## src/rtl/seq_multiplier.sv

```systemverilog
// seq_multiplier: sequential shift-and-add multiplier with a start/ready/valid handshake.
// Takes WIDTH-bit operands and returns a 2*WIDTH-bit product over WIDTH RUN cycles.
// Optional build macro: SEQ_MULT_SIGNED_EN, which selects two's-complement operands
// (sign-magnitude core with a final conditional negate).
// Without the macro the design is purely unsigned.
module seq_multiplier #(
  parameter  int WIDTH = 4,
  localparam int CNT_W = $clog2(WIDTH + 1)
) (
  input  logic                 clk,
  input  logic                 rst,
  input  logic                 start,
  input  logic [WIDTH-1:0]     a,
  input  logic [WIDTH-1:0]     b,
  output logic                 ready,
  output logic                 busy,
  output logic                 valid,
  output logic [2*WIDTH-1:0]   product
);

  typedef enum logic [1:0] {
    IDLE = 2'd0,
    RUN  = 2'd1,
    DONE = 2'd2
  } state_t;

  state_t               state_r;
  logic [2*WIDTH-1:0]   mcand_r;
  logic [WIDTH-1:0]     mplier_r;
  logic [2*WIDTH-1:0]   acc_r;
  logic [CNT_W-1:0]     cnt_r;

  logic [WIDTH-1:0]     a_mag_s;
  logic [WIDTH-1:0]     b_mag_s;
  logic [2*WIDTH-1:0]   sum_s;
  logic [2*WIDTH-1:0]   result_s;

`ifdef SEQ_MULT_SIGNED_EN
  logic                 sign_r;

  // Magnitude of a two's-complement value; the most negative value maps to 2^(W-1).
  function automatic logic [WIDTH-1:0] abs_val(input logic [WIDTH-1:0] v);
    if (v[WIDTH-1]) begin
      abs_val = (~v) + {{(WIDTH-1){1'b0}}, 1'b1};
    end else begin
      abs_val = v;
    end
  endfunction

  // Operand magnitudes and sign-corrected final product.
  always_comb begin
    a_mag_s  = abs_val(a);
    b_mag_s  = abs_val(b);
    result_s = sum_s;
    if (sign_r) begin
      result_s = (~sum_s) + {{(2*WIDTH-1){1'b0}}, 1'b1};
    end else begin
      result_s = sum_s;
    end
  end

  // Result sign, captured with the operands on the accepted start edge.
  always_ff @(posedge clk) begin
    if (rst) begin
      sign_r <= 1'b0;
    end else if (state_r == IDLE && start) begin
      sign_r <= a[WIDTH-1] ^ b[WIDTH-1];
    end else begin
      sign_r <= sign_r;
    end
  end
`else
  // Unsigned build: operands pass straight through and the accumulator is the product.
  always_comb begin
    a_mag_s  = a;
    b_mag_s  = b;
    result_s = sum_s;
  end
`endif

  // Accumulator value after this RUN step (conditional add of the shifted multiplicand).
  always_comb begin
    sum_s = acc_r;
    if (mplier_r[0]) begin
      sum_s = acc_r + mcand_r;
    end else begin
      sum_s = acc_r;
    end
  end

  // Control FSM and datapath registers; every handshake output is registered here.
  always_ff @(posedge clk) begin
    if (rst) begin
      state_r  <= IDLE;
      mcand_r  <= '0;
      mplier_r <= '0;
      acc_r    <= '0;
      cnt_r    <= '0;
      product  <= '0;
      ready    <= 1'b1;
      busy     <= 1'b0;
      valid    <= 1'b0;
    end else begin
      case (state_r)
        IDLE: begin
          valid <= 1'b0;
          if (start) begin
            mcand_r  <= {{WIDTH{1'b0}}, a_mag_s};
            mplier_r <= b_mag_s;
            acc_r    <= '0;
            cnt_r    <= '0;
            ready    <= 1'b0;
            busy     <= 1'b1;
            state_r  <= RUN;
          end else begin
            ready    <= 1'b1;
            busy     <= 1'b0;
            state_r  <= IDLE;
          end
        end
        RUN: begin
          acc_r    <= sum_s;
          mcand_r  <= mcand_r << 1;
          mplier_r <= mplier_r >> 1;
          cnt_r    <= cnt_r + CNT_W'(1);
          if (cnt_r == CNT_W'(WIDTH - 1)) begin
            product <= result_s;
            busy    <= 1'b0;
            valid   <= 1'b1;
            state_r <= DONE;
          end else begin
            busy    <= 1'b1;
            valid   <= 1'b0;
            state_r <= RUN;
          end
        end
        DONE: begin
          // start is deliberately not looked at here: requests are never queued.
          valid   <= 1'b0;
          ready   <= 1'b1;
          busy    <= 1'b0;
          state_r <= IDLE;
        end
        default: begin
          valid   <= 1'b0;
          ready   <= 1'b1;
          busy    <= 1'b0;
          state_r <= IDLE;
        end
      endcase
    end
  end

endmodule

```

## config.mk

```make
export PLATFORM = sky130hd
export DESIGN_NAME = seq_multiplier
export DESIGN_NICKNAME = d
export VERILOG_FILES = /design/src/rtl/seq_multiplier.sv
export SDC_FILE = /design/constraint.sdc
export NUM_CORES = 1
export LEC_CHECK = 0
export CORE_MARGIN = 2
export CORE_UTILIZATION = 49
export DETAILED_ROUTE_END_ITERATION = 10
export PLACE_DENSITY_LB_ADDON = 0.15
export SLEW_MARGIN = 5
export SYNTH_ARGS = -nofsm -noshare
export SYNTH_HDL_FRONTEND = slang
export SYNTH_SLANG_ARGS = --single-unit
export TNS_END_PERCENT = 100
```

## constraint.sdc

```tcl
create_clock -name clk -period 2.1 [get_ports clk]
set_input_delay 0.42 -clock clk [delete_from_list [all_inputs] [get_ports clk]]
set_output_delay 0.42 -clock clk [all_outputs]
set_load 0.005 [all_outputs]
```

==> impl_results.md <==
* Final Net Count at 240
* GRT overflow at 0
* Worst Path Arrival at around 2.3 ns
* Pre-antenna DRT Iters at 7
* Total core area at 3360 um^2
* Routability cong. at between 0.8 and 0.9
* Vias per cell at between 5 and 6
* Area leader, netlist: dfxtp_1
* DR DRC count at 0
* CP Cell Sequence: ha_1, fa_2, a21o_1, a21oi_2, mux2_2, a211oi_1
* Final hold violation count at 0
* Initial antenna violation count at 0
* Root Buffer: clkbuf_4
* Yosys cell types at 44
* Clock skew at 0.00265 ns
* Hold/Removal Path Class: flop to flop
* Antenna Nets Post-Route at 0
* Max stage delay on crit path at between 0.3 and 0.4 ns
* Commonest cells in the netlist: dfxtp_1, nor2_1, nand2_1, a21oi_1, ha_1
* Synthesized flop and latch total at 35
* Post-synth ARST share at 0%
* Area grow syn2layout at 19.6%
* CTS tree: built
* Die ar. at 4030 um^2
* Sequential-to-total area share from yosys stat at just over 40%
* Die W at 63.5 um
* Syn_nets at between 200 and 250
* DRT Wirelength at around 4.0 mm
* Crit path time final at between 2 and 2.5 ns
* H-tree depth at 2
* Critical path type: flop to flop
* Ys Warns at 0
* CP Capture Type: flop
* Slew headroom at 46.7%
* Largest net degree at the start of global routing at 27
* Hold_ws at ~0.47 ns
* Cts bufs inserted at 5
* Power, Total at 0.00129 W
* Status: finished, final reports clean
* Synth top area cells: dfxtp_1, nor2_1, ha_1, nand2_1, a21oi_1
* Worst-path cell with the longest stage delay: fa_2
* Die Ht at ~63 um
* First-pass GRT wire length at about 6.9 mm
* Unrepaired setup endpoints after global routing: false
* Antenna diodes at 0
* Count leader, synth: dfxtp_1
* Share of layout cells above drive strength 1 at a little over a tenth
* Rows at 21
* Clock Latency Late Sink at approximately 0.35 ns
* # port buffers at 21
* Total negative setup slack at 0 ns
* Crit path required time at between 2 and 2.5 ns
* Starting density of the core at around 50%
* DRT iter0 DRCs at around 100
* # setup viols final at 0
* Main synth FF type: dfxtp_1
* Clock sinks at 35
* Vias at approximately 1500
* Post-CTS Hold Fix Bufs at 0
* PD cells at 623 nW/um^2
* CP Launch Type: flop
* Worst Path Max Fanout at 3
* Pins Over Slew Limit at 0
* DR WL/cell at approximately 15 um
* Worst slack at placement at 0.00299 ns
* Gate Count Post-Synth at approximately 200
* Global-route usage over all layers at a little over a fifth
* FMAX at 493 MHz
* Max cap viols at 0
* Post-DP HPWL at between 2 and 3 mm
* Post-synth EDFFs at 0
* Ports at 22
* Worst setup margin at about 0.073 ns
* Yosys top cell area share at slightly above 40%
* Clock buffer depth at 2
* Worst vdd ir at about 400 uV
* Vias in the first global route at between 1500 and 2000
* Pleak at slightly above 0.8 nW
* Fin crit share at 96.5%
* Mean area per synthesized cell at approximately 8.9 um^2
* Least-Margin Pin Slew at roughly 0.8 ns
* Post-Syn Area at around 1700 um^2
* Worst-path clk slew at 0.10 ns
## layout by cell type, fill, tap and decap left out, types with 2 or more instances in the layout
cell / instances
nand2b_1: 5
a22oi_1: 8
a311oi_1: 6
nand3b_1: 2
xnor2_1: 4
a211oi_1: 6
nor2_1: 32
a21oi_1: 12
nand2_1: 20
xor2_1: 2
nand3_1: 2
clkdlybuf4s50_1: 21
a32oi_1: 2
inv_1: 3
a21o_1: 3
mux2i_1: 2
dfxtp_1: 35
mux2_2: 2
a22o_1: 4
clkbuf_4: 5
clkbuf_8: 2
buf_4: 7
ha_1: 9
o211ai_1: 3
## final timing paths
kind	start	end	slack, ns	cells after the start
worst max register to register	mcand_r[0]	product[4]	0.07	6
worst min-delay path	product[2]	product[2]	0.47	2
worst min register to register	product[2]	product[2]	0.47	2
worst max-delay path	mcand_r[0]	product[4]	0.07	6
## where the power goes
| group | internal, W | switching (W) |
|---|---|---|
| Combinational | 0.0000734 | 0.0000908 |
| Clock | 0.000197 | 0.000223 |
| Sequential | 0.000684 | 0.0000237 |
| Total | 0.000955 | 0.000338 |
## layer usage
| metal | wire, um | global-route usage [%] |
|---|---|---|
| met4 | 123 | 11.1 |
| met3 | 177 | 5.36 |
| met2 | 2060 | 40.4 |
| met1 | 1630 | 22.4 |
| met5 | 0 | 0 |
## state kept, by name (all words and copies together) (netlist names)
name	flops
acc_r	8
cnt_r	3
product	8
valid	1
mcand_r	8
state_r	2
mplier_r	4
ready	1
## cell type report
type	count	area [um^2]
Multi-Input combinational cell	146	972
Fill cell	323	1290
Timing Repair Buffer	28	263
Clock buffer	8	68.8
Inverter	3	11.3
Tap cell	46	57.6
Sequential cell	35	701
## timing repair
item	CTS	global route
resized for setup	1	1
setup buffers	0	1
endpoints found under the setup margin	1	1
pin swaps	0	1
## per-stage QoR
| stage | cell area [um^2] | instances | utilization [%] |
|---|---|---|---|
| 3_5_place_dp | 1990 | 257 | 59.2 |
| 5_1_grt | 2070 | 266 | 61.6 |
| 4_1_cts | 2060 | 265 | 61.3 |
| 6_report | 2070 | 266 | 61.6 |
| 2_1_floorplan | 1730 | 195 | - |
| 3_3_place_gp | 1990 | 257 | 59.2 |
## cells by family (layout without fill, tap and decap cells)
family,count (synthesis),after routing,share of synthesized area [%]
simple gates,68,68,17.5
compound gates,57,57,24.5
flops,35,35,40.4
buf+inv,14,39,3.83
fa+ha+maj,10,10,7.65
xor+xnor,6,6,3.03
mux,5,5,3.10
## worst max-delay path, delay by kind of cell, from the launching register on
kind                     cells  cell delay, ns
AO/OA/AOI/OAI                3            0.61
adder cells (fa/ha/maj)      2            0.63
multiplexers                 1            0.35
flip-flops                   1            0.35
(Power assumes the default switching activity.)
